**src/rtl/cpu_pkg.sv**
```systemverilog
// Shared CPU definitions: default bus/address widths, memory wait bound,
// and the MDR sequencer state encoding.
package cpu_pkg;

  localparam int DEF_DATA_W  = 32;
  localparam int DEF_ADDR_W  = 9;
  localparam int DEF_TIMEOUT = 15;

  typedef enum logic [1:0] {
    IDLE   = 2'd0,
    ACCESS = 2'd1,
    DONE   = 2'd2
  } mdr_state_t;

endpackage

```
**src/rtl/mem_wait_timer.sv**
```systemverilog
// Bounded-wait counter for the memory handshake. The whole module exists only
// when MDR_MEM_TIMEOUT_EN is defined; without it the sequencer waits forever.
// The count restarts on start, advances on enable, saturates at TIMEOUT and
// flags expired once TIMEOUT-1 wait cycles have been seen.
`ifdef MDR_MEM_TIMEOUT_EN
module mem_wait_timer #(
  parameter int TIMEOUT = 15
) (
  input  logic clock,
  input  logic clear,
  input  logic start,
  input  logic enable,
  output logic expired
);

  localparam int CNT_W = $clog2(TIMEOUT + 1);
  localparam logic [CNT_W-1:0] CNT_MAX  = CNT_W'(TIMEOUT);
  localparam logic [CNT_W-1:0] CNT_LAST = CNT_W'(TIMEOUT - 1);

  logic [CNT_W-1:0] waitCnt;

  // Restart on reset or a new access; otherwise count wait cycles, never wrapping.
  always_ff @(posedge clock) begin
    if (clear || start) begin
      waitCnt <= '0;
    end else if (enable && (waitCnt != CNT_MAX)) begin
      waitCnt <= waitCnt + CNT_W'(1);
    end
  end

  assign expired = (waitCnt == CNT_LAST);

endmodule
`endif

```
**src/rtl/mdr_mem_unit.sv**
```systemverilog
// Memory Data Register with req/ack memory sequencer. MDR loads from the bus
// in IDLE, or from memory on a read; a write drives MDR out as mem_wdata.
// Optional bounded wait: define MDR_MEM_TIMEOUT_EN to abort an access after
// TIMEOUT cycles without mem_ack and raise the sticky err flag.
module mdr_mem_unit
  import cpu_pkg::*;
#(
  parameter int DATA_W  = DEF_DATA_W,
  parameter int ADDR_W  = DEF_ADDR_W,
  parameter int TIMEOUT = DEF_TIMEOUT
) (
  input  logic              clock,
  input  logic              clear,
  input  logic [DATA_W-1:0] bus_in,
  input  logic              mdr_in,
  input  logic [ADDR_W-1:0] addr_in,
  input  logic              rd_start,
  input  logic              wr_start,
  input  logic [DATA_W-1:0] mem_rdata,
  input  logic              mem_ack,
  output logic              mem_req,
  output logic              mem_we,
  output logic [ADDR_W-1:0] mem_addr,
  output logic [DATA_W-1:0] mem_wdata,
  output logic [DATA_W-1:0] mdr_out,
  output logic              busy,
  output logic              done,
  output logic              err
);

  if (TIMEOUT < 1) begin : gBadTimeout
    $error("mdr_mem_unit: TIMEOUT must be at least 1");
  end

  mdr_state_t        state;
  logic [DATA_W-1:0] mdr;
  logic              startHit;
  logic              timeoutHit;

  assign startHit = (state == IDLE) && (rd_start || wr_start);

`ifdef MDR_MEM_TIMEOUT_EN
  logic timerExpired;
  logic errFlag;

  mem_wait_timer #(
    .TIMEOUT (TIMEOUT)
  ) uWaitTimer (
    .clock   (clock),
    .clear   (clear),
    .start   (startHit),
    .enable  ((state == ACCESS) && !mem_ack),
    .expired (timerExpired)
  );

  assign timeoutHit = (state == ACCESS) && timerExpired && !mem_ack;

  // Sticky timeout flag: cleared by reset or by the next accepted start.
  always_ff @(posedge clock) begin
    if (clear) begin
      errFlag <= 1'b0;
    end else if (startHit) begin
      errFlag <= 1'b0;
    end else if (timeoutHit) begin
      errFlag <= 1'b1;
    end
  end

  assign err = errFlag;
`else
  assign timeoutHit = 1'b0;
  assign err        = 1'b0;
`endif

  // Sequencer FSM with registered handshake outputs; MDR and address updates live here too.
  always_ff @(posedge clock) begin
    if (clear) begin
      state    <= IDLE;
      mdr      <= '0;
      mem_addr <= '0;
      mem_req  <= 1'b0;
      mem_we   <= 1'b0;
      done     <= 1'b0;
      busy     <= 1'b0;
    end else begin
      done <= 1'b0;
      case (state)
        IDLE: begin
          if (wr_start || rd_start) begin
            state    <= ACCESS;
            mem_we   <= wr_start;
            mem_addr <= addr_in;
            mem_req  <= 1'b1;
            busy     <= 1'b1;
          end else if (mdr_in) begin
            mdr <= bus_in;
          end
        end
        ACCESS: begin
          if (mem_ack) begin
            state   <= DONE;
            mem_req <= 1'b0;
            done    <= 1'b1;
            if (!mem_we) begin
              mdr <= mem_rdata;
            end
          end else if (timeoutHit) begin
            state   <= DONE;
            mem_req <= 1'b0;
            done    <= 1'b1;
          end
        end
        DONE: begin
          state <= IDLE;
          busy  <= 1'b0;
        end
        default: begin
          state   <= IDLE;
          mem_req <= 1'b0;
          busy    <= 1'b0;
        end
      endcase
    end
  end

  assign mdr_out   = mdr;
  assign mem_wdata = mdr;

endmodule

```
**config.mk**
```make
export PLATFORM = sky130hd
export DESIGN_NAME = mdr_mem_unit
export DESIGN_NICKNAME = d
export VERILOG_FILES = /design/src/rtl/cpu_pkg.sv /design/src/rtl/mem_wait_timer.sv /design/src/rtl/mdr_mem_unit.sv
export SDC_FILE = /design/constraint.sdc
export NUM_CORES = 1
export LEC_CHECK = 0
export CELL_PAD_IN_SITES_DETAIL_PLACEMENT = 0
export CELL_PAD_IN_SITES_GLOBAL_PLACEMENT = 2
export CORE_ASPECT_RATIO = 1.75
export CORE_MARGIN = 4
export CORE_UTILIZATION = 17
export CTS_CLUSTER_DIAMETER = 50
export DETAILED_ROUTE_END_ITERATION = 8
export GPL_ROUTABILITY_DRIVEN = 0
export PLACE_DENSITY = 0.76
export SKIP_CTS_REPAIR_TIMING = 1
export SYNTH_ARGS = -nofsm -noshare
export SYNTH_HDL_FRONTEND = slang
export SYNTH_SLANG_ARGS = --single-unit
```
**constraint.sdc**
```tcl
create_clock -name clock -period 1.7 [get_ports clock]
set_input_delay 0.34 -clock clock [delete_from_list [all_inputs] [get_ports clock]]
set_output_delay 0.34 -clock clock [all_outputs]
set_load 0.01 [all_outputs]
```
==> out/metrics.yaml <==
drcViolationCount: 0
syn_area_per_cell_um2: 9.79
hold_path.startpoint: "clear"
min_path_cells: 2
swShare_pct: 29.2
ys_seq_area_share_pct: 39.7
synth_area_um2: 2370
coreArea_um2: 13500
grt.met1_usage_pct: 8.35
combPwrFrac_pct: 34.3
design_power_total_mw: 3.49
n_antenna_cell: 0
crit_top_cell: "buf_12"
crit_type: "register to register"
path_clk_slew_ps: 70
hold_path_class: "primary input to register"
clockPowerShare_pct: 29.0
cts_buffer_depth: 2
fin_worst_skew_ps: 6.67
fin_nets: 465
syn_inst: 242
portBuffers: 155
io_pins: 157
clk_latency_ps: 290
vias: 2208
r2r-start: "state[0]"
critical_path_required_ps: 1910
ant_nets: 0
p_leak_nw: 1.71
violations: "negative setup slack"
path_cells: "or3_4, a221oi_4, buf_12, buf_12, nor2_1, a211oi_1"
placed_area_um2: 3970
finalSetupViolations: 2
pwr-share-seq_pct: 36.7
routedWlPerCell_um: 14.9
drtPass1Iterations: 4
slowest_delay_ps: 400
cp-start-kind: "register"
antenna_found_initial: 1
area_growth_pct: 84.0
dpl_worst_slack_ps: -535
internal_power_mw: 2.47
yosys_register_bits: 47
drt-initial-drc-count: 32
final_layout_size_suffix_gt1_share_pct: 20.9
fin_ws_ps: -11.1
cts-buffers-inserted: 5
grt_max_degree: 52
mostFrequentLayoutCell: "clkdlybuf4s50_1"
drv_slew: 0
vdd_ir_drop_max_mv: 0.410
stdcell_area_um2: 4360
grt.busiest_layer: "met2"
grt_pass1_vias: 2228
start_util_pct: 17.5
rows: 56
die-area_um2: 16000
synth_nets: 321
grt_pass1_wl_um: 11400
ys_warn_count: 0
hold_viol: 0
layout_common_cells: "clkdlybuf4s50_1 (152), dfxtp_1 (46), mux2i_1 (32)"
cp-startpoint: "state[0]"
fin_crit_sh_pct: 101
powerDensity_nw_per_um2: 802
cp_slowest_cell: "or3_4"
die_h_um: 164
grtUsageTotal_pct: 9.00
status: "finished, violations left"
synth.area.top_cells: "dfxtp_1 (40%), a211oi_2 (15%), mux2i_1 (14%)"
p_sw_mw: 1.02
yosysTopAreaCellShare_pct: 39.7
endpoint_kind: "register"
cts.sinks: 47
met3_usage_pct: 3.40
cts_tree: "done"
yosysTopAreaCell: "dfxtp_1"
cts-htree-levels: 2
cp_max_fo: 13
die_w_um: 97.2
maxCapViolations: 0
dp_hpwl_um: 5940
cts_root_buf: "clkbuf_16"
overflow: 0
rsz0062_at_grt: "yes"
r2r_cells: 6
met2_usage_pct: 17.7
arrival_ps: 1920
ys_types: 21
via_per_inst: 3.94
clock.fmax_ghz: 0.584
min_period_ps: 1710
routed_wl_um: 8340
Yosys cell counts:
| library cell | count |
|---|---|
| nand2b_1 | 4 |
| buf_2 | 4 |
| nand2_1 | 22 |
| a22oi_1 | 1 |
| or3_4 | 1 |
| a211oi_2 | 28 |
| a21oi_1 | 11 |
| a221oi_4 | 1 |
| buf_6 | 3 |
| nor2_1 | 34 |
| dfxtp_1 | 47 |
| a211oi_1 | 4 |
| o21ai_0 | 2 |
| o21a_1 | 1 |
| conb_1 | 1 |
| nor3_1 | 1 |
| mux2i_1 | 32 |
| clkbuf_1 | 6 |
| buf_1 | 1 |
| buf_4 | 36 |
| nor3b_1 | 2 |
state kept, by name, indices dropped and copies added (netlist names):
| register | flops |
|---|---|
| busy | 1 |
| mdr_out | 32 |
| mem_req | 1 |
| mem_we | 1 |
| state | 2 |
| mem_addr | 9 |
| done | 1 |
cell type report:
cell class / instances / area, um2
well taps: 174 / 218
fillers: 1408 / 9170
multi-input cells: 145 / 1100
clock inverters: 3 / 22.5
clock buffers: 5 / 125
flip-flops and latches: 47 / 942
repair buffers: 187 / 1950
metrics by stage:
stage               std cells  TNS (ps)  util, %  hold slack [ps]
finish                    561     -18.6     32.2              445
global placement          537    -14710     29.3              444
global route              561     -1670     32.2              470
floorplan                 242         0        -              476
CTS                       545     -6080     30.4              453
detailed placement        537    -15740     29.3              446
critical path: cells and delay by family, from the launching register on:
kind / cells / cell delay [ps]
compound gates: 2 / 520
flops: 1 / 320
buf+inv: 2 / 330
simple gates: 2 / 450
metal layers:
| layer | vias up | wire length (um) |
|---|---|---|
| met4 | 2 | 123 |
| met3 | 11 | 674 |
| met1 | 1015 | 2890 |
| met2 | 92 | 4650 |
| li1 | 1088 | - |
| met5 | - | 8 |
logic make-up after synthesis:
family | after synthesis | synth area share, %
compound gates | 48 | 20.5
buf+inv | 50 | 14.8
flops | 47 | 39.7
mux | 32 | 13.5
other cells | 1 | 0.158
simple gates | 64 | 11.3
final timing paths:
path,to,slack [ps]
worst max-delay path,mdr_out[12],-10
worst min-delay path,mem_addr[2],440
worst max register to register,mdr_out[12],-10
worst min register to register,mem_addr[5],450
power groups by stage:
stage / registers [mW] / logic [mW] / clock network [mW]
after floorplan: 1.34 / 0.523 / 0
after global placement: 1.30 / 1.08 / 0
after detailed placement: 1.30 / 1.10 / 0
after CTS: 1.28 / 1.10 / 1.06
after global routing: 1.30 / 1.29 / 1.11
final: 1.28 / 1.20 / 1.01
No activity file was read; power rests on OpenSTA's default activity.
